<file path="config.mk">
export PLATFORM = sky130hd
export DESIGN_NAME = demux_seq
export DESIGN_NICKNAME = d
export VERILOG_FILES = /design/src/rtl/demux_pkg.sv /design/src/rtl/demux_next_ch.sv /design/src/rtl/demux_seq.sv
export SDC_FILE = /design/constraint.sdc
export NUM_CORES = 1
export LEC_CHECK = 0
export BUFFER_PORTS_ARGS = -buffer_cell sky130_fd_sc_hd__buf_4
export CORE_ASPECT_RATIO = 0.6
export CORE_MARGIN = 2
export CORE_UTILIZATION = 50
export CTS_CLUSTER_DIAMETER = 200
export DETAILED_ROUTE_END_ITERATION = 8
export GPL_TIMING_DRIVEN = 0
export PLACE_DENSITY = 0.71
export SLEW_MARGIN = 40
export SYNTH_ARGS = -nofsm -noshare
export SYNTH_HDL_FRONTEND = slang
export SYNTH_SLANG_ARGS = --single-unit
</file>
<file path="constraint.sdc">
create_clock -name clk -period 2.1 [get_ports clk]
set_input_delay 0.315 -clock clk [delete_from_list [all_inputs] [get_ports clk]]
set_output_delay 0.315 -clock clk [all_outputs]
set_load 0.005 [all_outputs]
</file>
<file path="src/rtl/demux_pkg.sv">
// Shared constants and FSM state encoding for the demux sequencer.
package demux_pkg;
  localparam int NCH   = 8;
  localparam int SEL_W = 3;

  typedef enum logic [1:0] {S_IDLE, S_ISSUE, S_GAP} state_t;
endpackage

</file>
<file path="src/rtl/demux_next_ch.sv">
// Rotating priority encoder: first set bit of mask at or after start, wrapping mod NCH.
module demux_next_ch
  import demux_pkg::*;
(
  input  logic [NCH-1:0]   mask,
  input  logic [SEL_W-1:0] start,
  output logic [SEL_W-1:0] ch,
  output logic             found
);
  // Scan from the far end so the smallest offset from start wins.
  always_comb begin
    ch    = '0;
    found = |mask;
    for (int i = NCH-1; i >= 0; i--) begin
      if (mask[start + SEL_W'(i)]) ch = start + SEL_W'(i);
    end
  end
endmodule

</file>
<file path="src/rtl/demux_seq.sv">
// Sequencer driving a 1-to-8 demux: one bit fanned out to each masked channel for DWELL cycles.
// Optional DEMUX_SEQ_RR_EN rotates the starting channel after each non-empty transfer.
module demux_seq
  import demux_pkg::*;
#(
  parameter int DWELL = 2,
  parameter int GAP   = 1
) (
  input  logic             clk,
  input  logic             rst,
  input  logic             in_valid,
  output logic             in_ready,
  input  logic             in_data,
  input  logic [NCH-1:0]   in_mask,
  output logic [SEL_W-1:0] sel_o,
  output logic             bit_o,
  output logic             en_o,
  output logic             busy,
  output logic             word_done
);
  localparam int DW = $clog2(DWELL + 1);
  localparam int GW = (GAP > 0) ? $clog2(GAP + 1) : 1;
  localparam logic [DW-1:0] DW_INIT  = DW'(DWELL - 1);
  localparam logic [GW-1:0] GAP_INIT = GW'((GAP > 0) ? GAP - 1 : 0);

  state_t           state, state_n;
  logic [NCH-1:0]   pend, pend_n, pend_clr, enc_mask;
  logic [DW-1:0]    dcnt, dcnt_n;
  logic [GW-1:0]    gcnt, gcnt_n;
  logic [SEL_W-1:0] sel_n, ptr, ch;
  logic             bit_n, en_n, wd_n, found, accept;

  assign in_ready = (state == S_IDLE);
  assign accept   = in_valid && in_ready;
  assign pend_clr = pend & ~(NCH'(1) << sel_o);
  // In IDLE the encoder looks at the incoming mask so the first beat starts on the accept edge.
  assign enc_mask = (state == S_IDLE) ? in_mask : pend_clr;

  demux_next_ch u_next_ch (
    .mask  (enc_mask),
    .start (ptr),
    .ch    (ch),
    .found (found)
  );

`ifdef DEMUX_SEQ_RR_EN
  logic done;
  assign done = (state == S_ISSUE) && (dcnt == '0) && !found;

  always_ff @(posedge clk or posedge rst) begin
    if (rst)       ptr <= '0;
    else if (done) ptr <= sel_o + SEL_W'(1);
  end
`else
  assign ptr = '0;
`endif

  always_comb begin
    state_n = state;
    pend_n  = pend;
    dcnt_n  = dcnt;
    gcnt_n  = gcnt;
    sel_n   = sel_o;
    bit_n   = bit_o;
    en_n    = 1'b0;
    wd_n    = 1'b0;
    case (state)
      S_IDLE: begin
        if (accept) begin
          pend_n = in_mask;
          if (found) begin
            state_n = S_ISSUE;
            sel_n   = ch;
            bit_n   = in_data;
            en_n    = 1'b1;
            dcnt_n  = DW_INIT;
          end else begin
            wd_n    = 1'b1;
            state_n = (GAP > 0) ? S_GAP : S_IDLE;
            gcnt_n  = GAP_INIT;
          end
        end
      end
      S_ISSUE: begin
        en_n = 1'b1;
        if (dcnt != '0) begin
          dcnt_n = dcnt - 1'b1;
        end else begin
          pend_n = pend_clr;
          if (found) begin
            sel_n  = ch;
            dcnt_n = DW_INIT;
          end else begin
            en_n    = 1'b0;
            wd_n    = 1'b1;
            state_n = (GAP > 0) ? S_GAP : S_IDLE;
            gcnt_n  = GAP_INIT;
          end
        end
      end
      S_GAP: begin
        if (gcnt == '0) state_n = S_IDLE;
        else            gcnt_n  = gcnt - 1'b1;
      end
      default: state_n = S_IDLE;
    endcase
  end

  always_ff @(posedge clk or posedge rst) begin
    if (rst) begin
      state     <= S_IDLE;
      pend      <= '0;
      dcnt      <= '0;
      gcnt      <= '0;
      sel_o     <= '0;
      bit_o     <= 1'b0;
      en_o      <= 1'b0;
      busy      <= 1'b0;
      word_done <= 1'b0;
    end else begin
      state     <= state_n;
      pend      <= pend_n;
      dcnt      <= dcnt_n;
      gcnt      <= gcnt_n;
      sel_o     <= sel_n;
      bit_o     <= bit_n;
      en_o      <= en_n;
      busy      <= (state_n != S_IDLE);
      word_done <= wd_n;
    end
  end
endmodule

</file>
==> metrics.md, run 1 <==
| Metric | Value |
|---|---|
| Status | finished with violations |
| Failing checks | setup timing |
| Clock-pin slew on the worst setup and hold paths | 70 ps |
| Synth Instances | 146 |
| Max clock buf depth | 2 |
| Type of the worst min-delay path | in2async |
| Slew headroom | 52.1% |
| Share of post-route cells with drive strength above 1 | 26.9% |
| Highest metal used | met4 |
| Die area | 0.00302 sq mm |
| Critical-path cell list | buf_6, or4b_4, o211a_4, o31ai_4, nand2_2, and2_4, mux2_4 |
| Max frequency | 0.465 GHz |
| Starting Density | 52.2% |
| Initial antenna violation count | 0 |
| TNS Setup | -68.8 ps |
| Synth async-reset ratio | 100% |
| Gp weighted congestion | 0.916 |
| Vias in the first global route | 1057 |
| CTS buffer count | 3 |
| Met3 wire length | 232 um |
| Core Rows | 14 |
| Worst Tran Pin Value | 713 ps |
| Via Count | 1242 |
| Total power | 2640 uW |
| Wirelength per Cell | 15.7 um |
| Worst-path fanout max | 7 |
| Core Area | 0.00247 sq mm |
| Min Tclk post-route | 2150 ps |
| # IOs | 20 |
| # diodes | 0 |
| WL met1 | 1.68 mm |
| Leak | 0.000710 uW |
| Sink Count | 20 |
| Post-route DRC | 0 |
| DP Wirelength | 2.44 mm |
| Met2 wire length | 1.34 mm |
| DRT Wirelength | 3.26 mm |
| Initial drt markers | 80 |
| Seq/Total Area, Yosys | 38.8% |
| Layout net count | 188 |
| Type of the worst setup path | reg2reg |
| Warnings from Yosys | 0 |
| Dpl cells | 197 |
| Flops & latches, synth | 20 |
| Total track usage | 23.0% |
| Largest net degree at the start of global routing | 21 |
| Max Cap Viol | 0 |
| Crit path DAT | 2300 ps |
| DRT Pass-1 Iters | 4 |
| Vias per cell | 6.00 |
| RSZ-0062 raised after global routing | yes |
| Synth Cell Area | 0.00129 sq mm |
| Die Ht | 43.3 um |
| CP max-delay cell | or4b_4 |
| Worst-Skew Late Latency | 260 ps |
| Final worst slack | -50.6 ps |
| Avg Inst Size Synth | 8.84 sq um |
| EDFF count, synth | 0 |
| Area Growth Syn to Fin | 23.1% |
| Share of the clock period used by the worst path after layout | 102% |
| Die boundary width | 69.6 um |
| Unique masters post-synth | 45 |
| Antenna viol nets, final | 0 |
| Clock Skews | 1.57 ps |
| Remaining global-route overflow | 0 |
| CP required | 2250 ps |
| Place WS | -87.1 ps |
| Final Util | 64.3% |
| Setup Viol. Count Final | 2 |
| Non-Filler Instances | 207 |
| Peak VDD IR | 0.000825 V |
| Crit path largest cell delay | 480 ps |
| Fillers | 216 |
| Final hold violation count | 0 |
| CP Launch Type | flop |
| Syn_nets | 158 |
| CTS H-tree depth | 1 |
| First-pass GRT wire length | 5.30 mm |
| Synth Flop Type | dfrtp_1 |
| Root Buffer | clkbuf_8 |
| TritonCTS clock tree | yes |
| Number of port buffers | 19 |
| Max-slew violation count | 0 |
| Cts-stage hold buffer count | 0 |
| PD cells | 1660 mW/mm^2 |
| Crit. End Element | flop |
cells in the mapped netlist, drive strengths merged, types with 2 or more instances:
cell	n	share of area, %
a22o	5	3.4
mux2	2	2.0
o211a	2	1.6
o21ai	10	3.9
or3	2	0.97
o22ai	2	0.97
a31oi	5	2.4
a21boi	2	1.2
nand2	15	4.6
inv	5	1.5
nand3	3	1.2
nor3b	2	1.2
a31o	2	1.4
buf	4	2.0
dfrtp	20	39
o31ai	2	3.3
or2	3	1.5
clkbuf	5	1.5
nand2b	2	0.97
and2	3	1.6
nand3b	4	2.3
a21oi	10	3.9
nor2	18	5.4
mux2i	2	1.6
o221a	2	1.7
nor2b	2	0.97
or4b	2	1.6
what timing repair did:
item                       4_1_cts  5_1_grt
setup buffers                    1        5
setup endpoints to repair        2        7
pin swaps                        3        3
gates resized for setup          1        3
where the power goes:
part	internal (uW)	switching, uW	leakage, uW
logic	802	848	0.000435
clock network	167	128	0.0000288
registers	542	157	0.000247
sequential cells by signal, summed over array words and instances (netlist names):
register / flops
sel_o: 3
state: 2
dcnt: 2
pend: 8
busy: 1
gcnt: 1
word_done: 1
bit_o: 1
en_o: 1
routing by layer:
metal | vias up | global-route usage [%]
li1 | 593 | -
met5 | - | 0
met4 | 0 | 2.75
met1 | 603 | 36.4
met2 | 43 | 32.1
met3 | 3 | 6.28
area by class of cell:
class / instances / area [sq um] / share of cell area, %
multi-input cells: 112 / 739 / 46.6
plain buffers: 9 / 46.3 / 2.92
inverters: 5 / 18.8 / 1.18
well taps: 32 / 40.0 / 2.52
repair buffers: 25 / 188 / 11.8
flip-flops and latches: 20 / 500 / 31.5
clock buffers: 4 / 55.1 / 3.47
cells in the final DEF, fill, tap and decap left out, drive strengths merged, types with 5 or more instances in the layout:
cell type	netlist	routed
buf	4	29
dfrtp	20	20
nor2	18	18
nand2	15	15
a21oi	10	10
o21ai	10	10
clkbuf	5	9
a31oi	5	5
a22o	5	5
through the flow:
stage	area, sq um	hold slack [ps]
2_1_floorplan	1290	279
3_3_place_gp	1470	493
3_5_place_dp	1470	507
4_1_cts	1540	227
5_1_grt	1590	116
6_report	1590	81.9
worst paths after layout:
kind,to,start,cells after the start,slack (ps)
min,pend[0]$_DFFE_PP0P_,rst,2,80
max in group asynchronous,sel_o[1]$_DFFE_PP0P_,rst,2,1670
min in group clk,bit_o$_DFFE_PP0P_,in_data,2,280
min reg2reg,bit_o$_DFFE_PP0P_,bit_o$_DFFE_PP0P_,1,530
max reg2reg,bit_o$_DFFE_PP0P_,sel_o[0]$_DFFE_PP0P_,7,-50
max,bit_o$_DFFE_PP0P_,sel_o[0]$_DFFE_PP0P_,7,-50
cells by family (layout without fill, tap and decap cells):
family | Yosys count | after routing | share of synthesized area (%)
buffers and inverters | 14 | 43 | 4.95
muxes | 4 | 4 | 3.59
and+or+nand+nor | 58 | 58 | 23.6
AOI/OAI and AO/OA | 50 | 50 | 29.1
DFF | 20 | 20 | 38.8
critical path, delay by kind of cell, from the launching register on:
kind,cells,cell delay (ps)
buffers and inverters,1,140
AND/OR/NAND/NOR,3,790
AO/OA/AOI/OAI,2,440
flip-flops,1,390
multiplexers,1,280
(Power assumes the default switching activity.)
==> run 2, diff against run 1 <==
--- a/config.mk
+++ b/config.mk
@@ -13,6 +13,7 @@
 export DETAILED_ROUTE_END_ITERATION = 8
 export GPL_TIMING_DRIVEN = 0
 export PLACE_DENSITY = 0.71
+export SETUP_SLACK_MARGIN = 0.2
 export SLEW_MARGIN = 40
 export SYNTH_ARGS = -nofsm -noshare
 export SYNTH_HDL_FRONTEND = slang
==> metrics.md, run 2 (synthesized netlist as in run 1, its figures left out) <==
| Metric | Value |
|---|---|
| Vias per cell | 6.04 (was 6.00) |
| Worst-path fanout max | 10 (was 7) |
| CTS H-tree depth | 1 (unchanged) |
| Layout net count | 191 (was 188) |
| Cts-stage hold buffer count | 0 (unchanged) |
| Met3 wire length | 282 um (was 232 um) |
| Slew headroom | 61.5% (was 52.1%) |
| CP Launch Type | flop (unchanged) |
| CP max-delay cell | dfrtp_1 (was or4b_4) |
| # IOs | 20 (unchanged) |
| Type of the worst min-delay path | in2async (unchanged) |
| PD cells | 1700 mW/mm^2 (was 1660 mW/mm^2) |
| Total track usage | 24.3% (was 23.0%) |
| Vias in the first global route | 1104 (was 1057) |
| Highest metal used | met4 (unchanged) |
| RSZ-0062 raised after global routing | yes (unchanged) |
| Status | finished with violations (unchanged) |
| Die boundary width | 69.6 um (unchanged) |
| Clock Skews | 5.98 ps (was 1.57 ps) |
| Crit path largest cell delay | 450 ps (was 480 ps) |
| Wirelength per Cell | 16.7 um (was 15.7 um) |
| Most flop-heavy register | pend (unchanged) |
| Initial drt markers | 149 (was 80) |
| Antenna viol nets, final | 0 (unchanged) |
| Gp weighted congestion | 0.909 (was 0.916) |
| Crit. End Element | flop (unchanged) |
| Sink Count | 20 (unchanged) |
| CTS buffer count | 3 (unchanged) |
| Type of the worst setup path | reg2reg (unchanged) |
| Number of port buffers | 19 (unchanged) |
| Met2 wire length | 1.43 mm (was 1.34 mm) |
| WL met1 | 1.74 mm (was 1.68 mm) |
| Root Buffer | clkbuf_8 (unchanged) |
| Leak | 0.000737 uW (was 0.000710 uW) |
| Worst-Skew Late Latency | 260 ps (about the same) |
| Commonest non-fill, non-tap cell in the layout | buf_4 (unchanged) |
| Die Ht | 43.3 um (unchanged) |
| WHS | 45.6 ps (was 81.9 ps) |
| Failing checks | setup timing (unchanged) |
| Final Util | 66.2% (was 64.3%) |
| Max reg flops | 8 (unchanged) |
| DRT Pass-1 Iters | 4 (unchanged) |
| Final hold violation count | 0 (unchanged) |
| Min Tclk post-route | 2100 ps (was 2150 ps) |
| Area Growth Syn to Fin | 26.7% (was 23.1%) |
| CP required | 2250 ps (about the same) |
| Clock-pin slew on the worst setup and hold paths | 80 ps (was 70 ps) |
| TNS Setup | -4.28 ps (was -68.8 ps) |
| Share of post-route cells with drive strength above 1 | 32.0% (was 26.9%) |
| Post-route DRC | 0 (unchanged) |
| Max clock buf depth | 2 (unchanged) |
| Most frequent cells in the layout | 28 x buf_4, 19 x dfrtp_1, 14 x nor2_1, 14 x nand2_1, 10 x a21oi_1 (was 25 x buf_4, 20 x dfrtp_1, 16 x nor2_1) |
| Max frequency | 0.475 GHz (was 0.465 GHz) |
| DRT Wirelength | 3.51 mm (was 3.26 mm) |
| First-pass GRT wire length | 5.64 mm (was 5.30 mm) |
| Core Area | 0.00247 sq mm (unchanged) |
| Die area | 0.00302 sq mm (unchanged) |
| DP Wirelength | 2.43 mm (was 2.44 mm) |
| Max Cap Viol | 0 (unchanged) |
| Worst Tran Pin Value | 575 ps (was 713 ps) |
| Largest regs | pend x8, sel_o x3 (unchanged) |
| Remaining global-route overflow | 0 (unchanged) |
| Core Rows | 14 (unchanged) |
| Peak VDD IR | 0.000802 V (was 0.000825 V) |
| Largest net degree at the start of global routing | 21 (unchanged) |
| Share of the clock period used by the worst path after layout | 100% (was 102%) |
| Starting Density | 52.2% (unchanged) |
| Final worst slack | -4.28 ps (was -50.6 ps) |
| Crit path DAT | 2250 ps (was 2300 ps) |
| TritonCTS clock tree | yes (unchanged) |
| Via Count | 1268 (was 1242) |
| Max-slew violation count | 0 (unchanged) |
| Critical-path cell list | buf_2, nand3b_1, o211a_2, o31ai_4, nand2_2, and2_4, mux2_4 (was buf_6, or4b_4, o211a_4, o31ai_4, nand2_2, and2_4, mux2_4) |
| Setup Viol. Count Final | 1 (was 2) |
| # diodes | 0 (unchanged) |
| Initial antenna violation count | 0 (unchanged) |
-- run 2: cell count changes in the layout (fill, tap and decap cells not counted), moves of 2 or more --
cell,previous run,this run
buf_4,25,28
clkbuf_1,4,2
clkbuf_2,1,3
nor2_1,16,14
-- run 2: final timing paths --
path / start / to / slack, ps / cells after the start
setup / recovery: sel_o[2]$_DFFE_PP0P_ / bit_o$_DFFE_PP0P_ / -4 / 7
hold / removal: rst / state[1]$_DFF_PP0_ / 50 / 2
setup reg to reg: sel_o[2]$_DFFE_PP0P_ / bit_o$_DFFE_PP0P_ / -4 / 7
hold reg to reg: bit_o$_DFFE_PP0P_ / bit_o$_DFFE_PP0P_ / 530 / 1
max in group asynchronous: rst / pend[3]$_DFFE_PP0P_ / 1730 / 2
min in group clk: in_data / bit_o$_DFFE_PP0P_ / 280 / 2
-- run 2: cell type report --
class	count	area, sq um
fill	201	836
multi-input combinational	112	759
sequential	20	502
timing repair buffer	28	210
clock buffer	4	55.1
buffer	9	48.8
tap	32	40.0
inverter	5	18.8
-- run 2: where the power goes --
group          internal, uW  switching (uW)
combinational           863             903
sequential              544             167
clock                   167             136
-- run 2: metrics by stage --
stage | power (uW) | instance area (sq um) | setup WS, ps | cells
2_1_floorplan | 1790 | 1300 | 61.1 | 146
3_3_place_gp | 2160 | 1480 | -50.0 | 197
3_5_place_dp | 2190 | 1480 | -66.0 | 197
4_1_cts | 2610 | 1590 | -8.62 | 206
5_1_grt | 2960 | 1630 | -70.5 | 210
6_report | 2780 | 1630 | -4.28 | 210
-- run 2: what timing repair did --
action                                  4_1_cts  5_1_grt
endpoints found under the setup margin        9       11
resized for setup                             5        6
gates cloned                                  0        0
pin swaps                                     4        4
setup buffers                                 5        4
-- run 2: critical path, delay by kind of cell (launching register included) --
kind / cells / cell delay [ps]
AOI/OAI and AO/OA: 2 / 530
buffers and inverters: 1 / 220
DFF: 1 / 450
muxes: 1 / 280
and+or+nand+nor: 3 / 500
-- run 2: metal layers --
metal / track usage [%] / vias up
met5: 0 / -
met4: 6.27 / 0
met3: 6.05 / 12
met2: 34.4 / 66
met1: 37.1 / 590
li1: - / 600
==> run 3, diff against run 2 <==
--- a/config.mk
+++ b/config.mk
@@ -14,6 +14,7 @@
 export GPL_TIMING_DRIVEN = 0
 export PLACE_DENSITY = 0.71
 export SETUP_SLACK_MARGIN = 0.2
+export SKIP_CTS_REPAIR_TIMING = 1
 export SLEW_MARGIN = 40
 export SYNTH_ARGS = -nofsm -noshare
 export SYNTH_HDL_FRONTEND = slang
==> metrics.md, run 3 (synthesized netlist as in run 1, its figures left out) <==
| Metric | Value |
|---|---|
| Layout net count | 192 (was 191) |
| Total power | 2910 uW (was 2780 uW) |
| Non-Filler Instances | 211 (was 210) |
| CP top delay family | simple AND/OR/NAND/NOR gates (was compound AO/OA/AOI/OAI gates) |
| Via Count | 1289 (was 1268) |
| Initial drt markers | 159 (was 149) |
| CTS H-tree depth | 1 (unchanged) |
| CP Launch Type | flop (unchanged) |
| Fillers | 190 (was 201) |
| Share of post-route cells with drive strength above 1 | 33.5% (was 32.0%) |
| Final hold violation count | 0 (unchanged) |
| RSZ-0062 raised after global routing | yes (unchanged) |
| Root Buffer | clkbuf_8 (unchanged) |
| Placed instance area | 0.00148 sq mm (unchanged) |
| CP max-delay cell | or4b_4 (was dfrtp_1) |
| # IOs | 20 (unchanged) |
| CP required | 2250 ps (about the same) |
| Critical-path cell list | buf_6, or4b_4, o211a_4, o31ai_4, nand2_4, and2_4, mux2_4 (was buf_2, nand3b_1, o211a_2, o31ai_4, nand2_2, and2_4, mux2_4) |
| Sequential Power Share | 24.3% (was 25.6%) |
| Most flop-heavy register | pend (unchanged) |
| PD cells | 1750 mW/mm^2 (was 1700 mW/mm^2) |
| CTS buffer count | 3 (unchanged) |
| Largest regs | pend x8, sel_o x3 (unchanged) |
| Type of the worst setup path | reg2reg (unchanged) |
| Area Growth Syn to Fin | 29.0% (was 26.7%) |
| Vias in the first global route | 1086 (was 1104) |
| Antenna viol nets, final | 0 (unchanged) |
| Largest net degree at the start of global routing | 21 (unchanged) |
| Max reg flops | 8 (unchanged) |
| Leak | 0.000753 uW (was 0.000737 uW) |
| Commonest non-fill, non-tap cell in the layout | buf_4 (unchanged) |
| Post-route cell area | 0.00166 sq mm (was 0.00163 sq mm) |
| Crit path DAT | 2360 ps (was 2250 ps) |
| Comb power frac | 65.3% (was 63.5%) |
| DP Wirelength | 2.43 mm (unchanged) |
| Max frequency | 0.453 GHz (was 0.475 GHz) |
| P_sw | 1290 uW (was 1210 uW) |
| First-pass GRT wire length | 5.36 mm (was 5.64 mm) |
| Number of port buffers | 19 (unchanged) |
| Initial antenna violation count | 0 (unchanged) |
| Worst Tran Pin Value | 601 ps (was 575 ps) |
| Core Rows | 14 (unchanged) |
| Max clock buf depth | 2 (unchanged) |
| Fraction of power consumed by the clock network | 10.4% (was 10.9%) |
| Die Ht | 43.3 um (unchanged) |
| Clock Skews | 5.21 ps (was 5.98 ps) |
| Status | finished with violations (unchanged) |
| Remaining global-route overflow | 0 (unchanged) |
| DRT Wirelength | 3.69 mm (was 3.51 mm) |
| Starting Density | 52.2% (unchanged) |
| Internal | 1630 uW (was 1570 uW) |
| Critical path buffers and inverters | 1 (unchanged) |
| Wirelength per Cell | 17.5 um (was 16.7 um) |
| Share of the clock period used by the worst path after layout | 105% (was 100%) |
| Dpl cells | 197 (unchanged) |
| TNS Setup | -168 ps (was -4.28 ps) |
| Slew headroom | 59.8% (was 61.5%) |
| Gp weighted congestion | 0.909 (unchanged) |
| Min Tclk post-route | 2210 ps (was 2100 ps) |
| Worst-path fanout max | 7 (was 10) |
| Total track usage | 23.0% (was 24.3%) |
| Clock-pin slew on the worst setup and hold paths | 80 ps (about the same) |
| Worst-Skew Late Latency | 260 ps (about the same) |
| Final worst slack | -109 ps (was -4.28 ps) |
| Type of the worst min-delay path | in2async (unchanged) |
| Most frequent cells in the layout | 28 x buf_4, 19 x dfrtp_1, 14 x nor2_1, 14 x nand2_1, 9 x a21oi_1 (was 28 x buf_4, 19 x dfrtp_1, 14 x nor2_1, 14 x nand2_1, 10 x a21oi_1) |
| Crit. End Element | flop (unchanged) |
| Max-slew violation count | 0 (unchanged) |
| Core Area | 0.00247 sq mm (unchanged) |
| Setup Viol. Count Final | 2 (was 1) |
| Vias per cell | 6.11 (was 6.04) |
| Place WS | -66.0 ps (unchanged) |
| Max Cap Viol | 0 (unchanged) |
| Sink Count | 20 (unchanged) |
| Failing checks | setup timing (unchanged) |
| TritonCTS clock tree | yes (unchanged) |
| Crit path largest cell delay | 490 ps (was 450 ps) |
| Die boundary width | 69.6 um (unchanged) |
| Peak VDD IR | 0.000935 V (was 0.000802 V) |
| Multi-input logic area | 777 sq um (was 759 sq um) |
| Post-route DRC | 0 (unchanged) |
| Sw Share | 44.2% (was 43.4%) |
| DRT Pass-1 Iters | 5 (was 4) |
| Storage element area | 502 sq um (unchanged) |
| Die area | 0.00302 sq mm (unchanged) |
| # diodes | 0 (unchanged) |
## run 3: changes by cell type in the layout (fill, tap and decap cells not counted)
cell,delta
a2bb2oi_2,-1
nand2_4,+1
clkbuf_2,+1
a21oi_1,-1
a2bb2oi_1,+1
a31oi_4,+1
clkbuf_1,-1
nand2_2,-1
buf_6,+1
a21oi_2,+1
a31oi_1,-1
## run 3: worst register-to-register path: cells and delay by family, from the launching register on
| kind | cells | cell delay, ps |
|---|---|---|
| flops | 1 | 400 |
| compound gates | 2 | 480 |
| mux | 1 | 280 |
| simple gates | 3 | 800 |
| buf+inv | 1 | 140 |
## run 3: final timing paths
check                                startpoint                   to  slack [ps]  cells after the start
min in group clk                        in_data    bit_o$_DFFE_PP0P_         290                      2
max in group asynchronous                   rst  pend[3]$_DFFE_PP0P_        1730                      2
max reg2reg                sel_o[0]$_DFFE_PP0P_    bit_o$_DFFE_PP0P_        -110                      7
min                                         rst  pend[1]$_DFFE_PP0P_          50                      2
max                        sel_o[0]$_DFFE_PP0P_    bit_o$_DFFE_PP0P_        -110                      7
min reg2reg                   bit_o$_DFFE_PP0P_    bit_o$_DFFE_PP0P_         520                      1
## run 3: layout make-up
class | instances | area share (%)
plain buffers | 9 | 3.01
well taps | 32 | 2.41
multi-input cells | 112 | 46.7
flip-flops and latches | 20 | 30.2
repair buffers | 29 | 13.3
clock buffers | 4 | 3.31
inverters | 5 | 1.13
## run 3: stage by stage
stage               utilization, %  hold WS (ps)
finish                        67.4          49.6
global route                  67.4          83.1
CTS                           62.3           225
detailed placement            60.1           504
global placement              60.1           492
floorplan                        -           279
## run 3: power groups by stage
stage          Clock [uW]  Sequential (uW)  Combinational, uW
5_1_grt               324              731               2030
6_report              304              709               1900
3_3_place_gp            0              695               1460
2_1_floorplan           0              662               1130
3_5_place_dp            0              705               1490
4_1_cts               307              699               1500
## run 3: routing by layer
| layer | GRT usage [%] | wire length [um] | vias up |
|---|---|---|---|
| met4 | 5.10 | 26 | 0 |
| li1 | - | - | 602 |
| met3 | 5.81 | 315 | 6 |
| met2 | 33.3 | 1630 | 65 |
| met1 | 35.0 | 1710 | 616 |
| met5 | 0 | 0 | - |
